`src/rtl/bow_pkg.sv`:
```
// Shared types and constants for the BoW receive deframer.
// PRBS is a 16-bit Fibonacci LFSR shifting left, feedback into bit 0.
package bow_pkg;

  typedef enum logic [1:0] {
    TRAIN,
    WAIT,
    CAPTURE,
    DRAIN
  } state_t;

  localparam int PRBS_W = 16;
  localparam int OUT_W  = 18;
  localparam logic [PRBS_W-1:0] PRBS_TAPS = 16'hB400;

  function automatic logic [PRBS_W-1:0] prbs_next(
    input logic [PRBS_W-1:0] s
  );
    return {s[PRBS_W-2:0], ^(s & PRBS_TAPS)};
  endfunction

endpackage

```
`src/rtl/bow_prbs_chk.sv`:
```
// Self-synchronising PRBS checker: the last word seen is the LFSR state,
// so a mismatch automatically reseeds from the received word.
module bow_prbs_chk
  import bow_pkg::*;
(
  input  logic              clk,
  input  logic              rst,
  input  logic              en,
  input  logic              clr,
  input  logic [PRBS_W-1:0] data,
  output logic              hit,
  output logic              miss
);

  logic [PRBS_W-1:0] last;
  logic              seeded;
  logic              same;

  assign same = (data == prbs_next(last));
  assign hit  = en && seeded && same;
  assign miss = en && seeded && !same;

  always_ff @(posedge clk) begin
    if (rst || clr) begin
      last   <= '0;
      seeded <= 1'b0;
    end else if (en) begin
      last   <= data;
      seeded <= 1'b1;
    end
  end

endmodule

```
`src/rtl/bow_rx_deframer.sv`:
```
// BoW receive deframer: PRBS training/lock, one-burst capture buffer,
// and a registered valid/ready drain toward the link layer.
module bow_rx_deframer
  import bow_pkg::*;
#(
  parameter int DEPTH    = 32,
  parameter int LOCK_CNT = 8,
  parameter int ERR_W    = 8
) (
  input  logic              rxclk,
  input  logic              preset,
  input  logic [15:0]       rx_data,
  input  logic              rx_fec,
  input  logic              rx_aux,
  input  logic              rx_valid,
  output logic              rx_ready,
  output logic [OUT_W-1:0]  out_data,
  output logic              out_valid,
  output logic              out_last,
  input  logic              out_ready,
  output logic              locked,
  output logic [ERR_W-1:0]  prbs_err,
  output logic              burst_done
);

  localparam int AW = $clog2(DEPTH);
  localparam int CW = $clog2(LOCK_CNT + 1);

  state_t           state;
  logic [CW-1:0]    cnt;
  logic [AW-1:0]    wptr;
  logic [AW-1:0]    rptr;
  logic [AW-1:0]    rnext;
  logic [OUT_W-1:0] mem [DEPTH];
  logic             hit;
  logic             miss;
  logic             wr_en;

  assign rnext = rptr + AW'(1);
  assign wr_en = rx_valid && (state == WAIT || state == CAPTURE);

  bow_prbs_chk u_chk (
    .clk  (rxclk),
    .rst  (preset),
    .en   (rx_valid && state == TRAIN),
    .clr  (state != TRAIN),
    .data (rx_data),
    .hit  (hit),
    .miss (miss)
  );

  // WAIT always writes at 0 because wptr is clear on entry
  always_ff @(posedge rxclk) begin
    if (wr_en)
      mem[wptr] <= {rx_fec, rx_aux, rx_data};
  end

  always_ff @(posedge rxclk) begin
    if (preset) begin
      state      <= TRAIN;
      cnt        <= '0;
      wptr       <= '0;
      rptr       <= '0;
      rx_ready   <= 1'b0;
      out_valid  <= 1'b0;
      out_last   <= 1'b0;
      out_data   <= '0;
      locked     <= 1'b0;
      prbs_err   <= '0;
      burst_done <= 1'b0;
    end else begin
      burst_done <= 1'b0;
      unique case (state)
        TRAIN: begin
          if (hit) begin
            if (cnt == CW'(LOCK_CNT - 1)) begin
              cnt      <= '0;
              locked   <= 1'b1;
              rx_ready <= 1'b1;
              state    <= WAIT;
            end else begin
              cnt <= cnt + CW'(1);
            end
          end else if (miss) begin
            cnt    <= '0;
            locked <= 1'b0;
            if (prbs_err != '1)
              prbs_err <= prbs_err + ERR_W'(1);
          end
        end
        WAIT: begin
          if (rx_valid) begin
            wptr  <= AW'(1);
            state <= CAPTURE;
          end
        end
        CAPTURE: begin
          if (rx_valid) begin
            wptr <= wptr + AW'(1);
            if (wptr == AW'(DEPTH - 1)) begin
              rx_ready <= 1'b0;
              state    <= DRAIN;
            end
          end
        end
        DRAIN: begin
          if (!out_valid) begin
            out_valid <= 1'b1;
            out_data  <= mem[rptr];
            out_last  <= (rptr == AW'(DEPTH - 1));
          end else if (out_ready) begin
            if (out_last) begin
              out_valid  <= 1'b0;
              out_last   <= 1'b0;
              rptr       <= '0;
              wptr       <= '0;
              cnt        <= '0;
              burst_done <= 1'b1;
              state      <= TRAIN;
            end else begin
              rptr     <= rnext;
              out_data <= mem[rnext];
              out_last <= (rnext == AW'(DEPTH - 1));
            end
          end
        end
        default: state <= TRAIN;
      endcase
    end
  end

endmodule

```
`config.mk`:
```
export PLATFORM = sky130hd
export DESIGN_NAME = bow_rx_deframer
export DESIGN_NICKNAME = d
export VERILOG_FILES = /design/src/rtl/bow_pkg.sv /design/src/rtl/bow_prbs_chk.sv /design/src/rtl/bow_rx_deframer.sv
export SDC_FILE = /design/constraint.sdc
export NUM_CORES = 1
export LEC_CHECK = 0
export CAP_MARGIN = 20
export CORE_UTILIZATION = 55
export DETAILED_ROUTE_END_ITERATION = 8
export PLACE_DENSITY = 0.69
export RECOVER_POWER = 25
export SLEW_MARGIN = 5
export SYNTH_ARGS = -nofsm -noshare
export SYNTH_HDL_FRONTEND = slang
export SYNTH_SLANG_ARGS = --single-unit
```
`constraint.sdc`:
```
create_clock -name rxclk -period 5.8 [get_ports rxclk]
set_input_delay 0.87 -clock rxclk [delete_from_list [all_inputs] [get_ports rxclk]]
set_output_delay 0.87 -clock rxclk [all_outputs]
set_load 0.1 [all_outputs]
```
Word level (Yosys, flattened, before mapping)
Memories as Yosys holds them, arrays and structs flattened. A register that Yosys moved wholly into a read port is not among the register bits.
Cells that the tools add are included.
{ "totals": {"ff_bits": 64, "latchBits": 0, "ramBits": 576, "rom_bits": 0, "in_bits": 22, "out_inout_bits": 31, "n_memories": 1} }
{ "mem_list": {"columns": ["name", "words", "width", "rd", "rd_clocked_by_memory_dff", "wr", "line_no", "text"], "rows": [
  ["mem", 32, 18, 2, 1, 1, "bow_rx_deframer.sv:34", "logic [OUT_W-1:0] mem [DEPTH];"]
]} }
{ "classes": {"addsub": 4, "multipliers": 0, "n_div": 0, "order_cmp": 0, "eq_ne": 21, "shifts": 0, "n_mux": 44, "n_bitwise": 4, "reduce_logical": 25} }
{ "ops": {"columns": ["cell", "count"], "rows": [
  ["2-to-1 mux 18 bit", 3],
  ["2-to-1 mux 5 bit", 8],
  ["2-to-1 mux 4 bit", 6],
  ["equality test 16 bit", 1],
  ["2-to-1 mux 2 bit", 8],
  ["parity 16 bit", 1],
  ["equality test 5 bit (second input constant)", 3],
  ["2-to-1 mux 1 bit", 15],
  ["one-hot mux 5 bit (3 select lines)", 1],
  ["inequality test 2 bit (second input constant)", 7],
  ["adder 5 x 1 -> 5 bit (second input constant)", 2],
  ["AND reduction 5 bit", 2],
  ["AND reduction 3 bit", 3],
  ["adder 8 x 1 -> 8 bit (second input constant)", 1],
  ["inequality test 2 x 1 -> 1 bit (second input constant)", 4],
  ["inequality test 8 bit (second input constant)", 1],
  ["one-hot mux 2 bit (4 select lines)", 1],
  ["one-hot mux 4 bit (2 select lines)", 1],
  ["AND reduction 8 bit", 1],
  ["nonzero test 2 bit", 4],
  ["AND reduction 6 bit", 1],
  ["logical AND 1 bit", 5],
  ["adder 4 x 1 -> 4 bit (second input constant)", 1],
  ["equality test 2 bit (second input constant)", 2],
  ["other kinds (12)", 16]
]} }

Longest topological paths before layout
{ "depth": {"ltp_word": 7, "mapped_depth": 15} }

By module
A second synthesis with hierarchy kept.
{ "hier_totals": {"cells_unflattened": 1710, "hier_area_um2": 29738.5} }
{ "by_module_without_submodules": {"columns": ["module", "instances", "cells_per_inst", "area_per_inst_um2", "seq_area_each_um2"], "rows": [
  ["bow_rx_deframer", 1, 1627, 28931.5, 18337.6],
  ["bow_prbs_chk", 1, 83, 807.0, 340.3]
]} }

Worst setup path before layout
Ideal clock, no wire load.
{ "synth_timing": {"path_type": "flip-flop to flip-flop", "start": "register rptr[0]", "end": "register out_data[2]", "setup_ns": 0.116, "arrival_time_ns": 3.062, "slack_ns": 2.622, "path_stages_with_launch": 15, "synth_period_minus_slack_ns": 3.178, "cell_sequence": "dfxtp_1 -> buf_6 -> buf_6 -> buf_4 -> buf_2 -> inv_1 -> ha_1 -> buf_4 -> buf_2 -> buf_1 -> mux4_2 -> mux2i_1 -> o22ai_1 -> a221o_1 -> a31o_1"} }
{ "synth_via": {"elab_chain_len": 5} }
{ "synth_lines": {"columns": ["element", "line_no", "text"], "rows": [
  ["start, declared", "bow_rx_deframer.sv:32", "logic [AW-1:0] rptr;"],
  ["start signal, assigned", "bow_rx_deframer.sv:121", "rptr <= rnext;"],
  ["adder 5 x 1 -> 5 bit", "bow_rx_deframer.sv:39", "assign rnext = rptr + AW'(1);"],
  ["memory (32 x 18 bit)", null, null],
  ["2-to-1 mux 18 bit", "bow_rx_deframer.sv:112", "if (out_last) begin"],
  ["2-to-1 mux 18 bit", "bow_rx_deframer.sv:111", "end else if (out_ready) begin"],
  ["2-to-1 mux 18 bit", "bow_rx_deframer.sv:107", "if (!out_valid) begin"],
  ["end signal, assigned", "bow_rx_deframer.sv:109", "out_data <= mem[rptr];"],
  ["end signal, assigned", "bow_rx_deframer.sv:122", "out_data <= mem[rnext];"],
  ["end, declared", "bow_rx_deframer.sv:17", "output logic [OUT_W-1:0] out_data,"]
]} }
No other way between the ends. The select of a mux whose other input is x is not followed.
A chain may end at the register's enable or synchronous reset.

Final worst setup path
{ "layout_timing": {"start": "input port rx_data[1]", "end": "register prbs_err[0]"} }
{ "layout_via": {"elab_chain_len": 4} }
{ "layout_lines": {"columns": ["element", "line_no", "text"], "rows": [
  ["start, declared", "bow_rx_deframer.sv:12", "input logic [15:0] rx_data,"],
  ["equality test 16 bit *", "bow_prbs_chk.sv:19", "assign same = (data == prbs_next(last));"],
  ["logical NOT 1 bit / logical AND 1 bit (equally long branches)", "bow_prbs_chk.sv:21, bow_prbs_chk.sv:20", null],
  ["logical AND 1 bit / NOT 1 bit (equally long branches)", null, null],
  ["AND reduction 4 bit (no line) *", null, null],
  ["end signal, assigned", "bow_rx_deframer.sv:88", "prbs_err <= prbs_err + ERR_W'(1);"],
  ["end, declared", "bow_rx_deframer.sv:22", "output logic [ERR_W-1:0] prbs_err,"]
]} }
Mark *: on every way between the ends. The rest lies on a longest branch, timed or not.

==> results.py <==
metrics = {
    "logic_synthesis": {
        "yosys_warnings": 0,
        "ys_types": 61,
        "ys_top_cells_by_area": "edfxtp_1 (58%), mux4_2 (23%), dfxtp_1 (4.6%), mux2i_1 (2.9%), nand2_1 (1.1%)",
        "ys_seq_elements": 645,
        "yosysTopAreaCell": "edfxtp_1",
        "syn_area_per_cell_um2": 18.17,
        "yosysSeqAreaShare": 0.6249,
        "synth-edff-count": 576,
        "synth_fp_nets": 1682,
        "netlist.area_leader.share": 0.5787,
        "synthArstFlopShare": 0,
        "synth_area_um2": 29890,
        "ys.flop_type": "edfxtp_1",
        "synthCells": 1645,
    },
    "grt": {
        "grt_max_degree": 107,
        "antenna_found_initial": 2,
        "grt_pass1_vias": 17570,
        "grt_pass1_wl_um": 119300,
        "gr-total-overflow": 0,
        "grtUsageTotal": 0.3019,
    },
    "timing": {
        "rsz0062_at_grt": "no",
        "slew_headroom": -0.1489,
        "fin_crit_sh": 0.7585,
        "hold_viol_final": 0,
        "worstMarginPinSlew_ns": 1.723,
        "setup_ws_ns": 1.401,
        "tns_ns": 0,
        "period_needed_ns": 4.400,
        "setup_violations": 0,
        "drv_slew": 175,
        "fin_worst_skew_ns": 0.02878,
        "fmax_ghz": 0.2273,
    },
    "detailed_routing": {
        "firstDrtPassIters": 5,
        "avgViaCountPerCell": 6.992,
        "drt_iter0_drc": 2218,
        "drc_errors": 0,
        "wl_per_cell_um": 32.90,
        "via_count": 17340,
        "ant_nets": 0,
        "wirelength_um": 81590,
    },
    "power": {
        "seq_power_share": 0.537,
        "power_frac_clock": 0.446,
        "power_switching_uw": 1929,
        "p_leak_uw": 0.01034,
        "power.density_nw_per_um2": 281.1,
        "p_int_uw": 7508,
        "swShare": 0.2044,
        "comb_power_share": 0.017,
        "ir_drop_v": 0.0002377,
    },
    "status": {
        "outcome": "finished, violations left",
        "violations": "max-capacitance violations, max-slew violations",
    },
    "placed_design": {
        "gp_congestion": 0.8290,
        "pre_cts_ws_ns": 1.580,
        "port_buffers": 52,
        "placed_cells": 2352,
        "dp_hpwl_um": 47440,
    },
    "setup_path": {
        "reg2reg_slack_ns": 2.26,
        "cp_data_arrival_time_ns": 4.89,
        "cp_max_fo": 34,
        "crit_path_end_kind": "flop",
        "worstSetupPathType": "in2reg",
        "cp-start-kind": "primary input",
        "reg2regPathDepth": 7,
        "crit_required_ns": 6.29,
    },
    "clock_network": {
        "clkTransAtPathRegs_ns": 0.06,
        "post_cts_buffers": 0,
        "cts.sinks": 645,
        "cts_tree": "yes",
        "cts_hold_buffers": 0,
        "cts_max_level": 3,
        "cts_root_buf": "clkbuf_16",
        "cts-resized-gates": 0,
        "clk-insertion-delay-late_ns": 0.62,
        "clockBufferDepth": 3,
        "numCtsBuffers": 69,
    },
    "final_layout": {
        "final_nets": 1765,
        "final_common_cell": "edfxtp_1",
        "final_cell_mix": "edfxtp_1 (576), mux4_2 (301), nand2_1 (89)",
        "syn2layout_area_growth_pct": 12.34,
        "antenna_cells": 0,
        "drive_gt1_frac": 0.2943,
        "n_fill_cell": 3682,
        "instances_no_fill": 2480,
    },
    "run": {
        "max_cap_viol_count": 5,
    },
    "floorplan": {
        "rows": 85,
        "io_pins": 53,
        "dieArea_um2": 55280,
        "core_um2": 53710,
        "initial_core_util": 0.5565,
        "die_x_um": 235.1,
        "dieHeight_um": 235.1,
    },
    "worst_hold_path": {
        "worstHoldPathType": "reg2reg",
        "holdPathStages": 2,
    },
}
==> metrics by stage <==
stage                     power (uW)  hold slack [ns]    util  instance area, um^2
after floorplan                 5223           0.4541       -                29890
after global placement          5321           0.4677  0.5856                31450
after detailed placement        5326           0.4828  0.5857                31460
after CTS                       9485           0.4970  0.6256                33600
after global routing            9671           0.5303  0.6251                33570
final                           9437           0.4973  0.6251                33570
==> power groups by stage <==
stage          combinational [uW]  clock (uW)  sequential (uW)
3_5_place_dp                  159           0             5170
3_3_place_gp                  154           0             5170
6_report                      157        4210             5070
5_1_grt                       167        4430             5070
4_1_cts                       160        4260             5070
2_1_floorplan                41.4           0             5180
==> Yosys cell counts, types with 12 or more instances <==
library cell and n:
dfxtp_1 69, mux2i_1 86, nor2_1 72, nand2_1 89, buf_2 47, nand3_1 34, clkbuf_1 42, and2_1 12
ha_1 15, mux4_2 301, edfxtp_1 576, nor2b_1 15, a211oi_1 20, xor2_1 14, inv_1 12, o22ai_1 17
a21oi_1 53, o21ai_0 18, mux2_2 12, buf_4 13
==> metal layers <==
layer	global-route usage	routed length [um]	up-vias
li1	-	-	7043
met1	0.4128	30980	9082
met2	0.4822	39270	1049
met3	0.06930	8774	165
met4	0.1047	2553	2
met5	0	11	-
==> final timing paths <==
kind / startpoint / end
hold / removal: out_data[17] / out_data[17]
setup reg to reg: rptr[0] / out_data[9]
hold reg to reg: out_data[17] / out_data[17]
setup / recovery: rx_data[1] / prbs_err[0]
==> sequential cells by signal, indices dropped and copies added, names as in the netlist, named ones only <==
signal	count
prbs_err	8
rx_ready	1
u_chk.seeded	1
state	2
out_last	1
mem	576
u_chk.last	16
burst_done	1
rptr	5
wptr	5
locked	1
cnt	4
out_valid	1
out_data	18
==> cells by family after synthesis <==
family                     after synthesis  synth area share
DFF                                    645            0.6249
muxes                                  399            0.2601
and+or+nand+nor                        271           0.04312
AOI/OAI and AO/OA                      163           0.03676
buffers and inverters                  130           0.02231
xor gates and xnor gates                22          0.006447
adders and majority gates               15          0.006280
==> critical path: stages <==
cell and delay [ns]:
dlygate4sd3_1 0.52, clkbuf_1 1.14, xor2_1 0.16, nor4_1 0.44, nand4_1 0.32, o31ai_2 0.90
a31oi_1 0.18, mux2_2 0.33
==> layout make-up <==
| class | count | area (um^2) | share of cell area |
|---|---|---|---|
| Clock buffer | 96 | 1912 | 0.05694 |
| Clock inverter | 31 | 232.7 | 0.006931 |
| Inverter | 12 | 45.04 | 0.001342 |
| Multi-Input combinational cell | 870 | 10700 | 0.3186 |
| Sequential cell | 645 | 18690 | 0.5568 |
| Tap cell | 696 | 870.8 | 0.02594 |
| Timing Repair Buffer | 130 | 1122 | 0.03343 |
No activity file was read; power rests on OpenSTA's default activity.
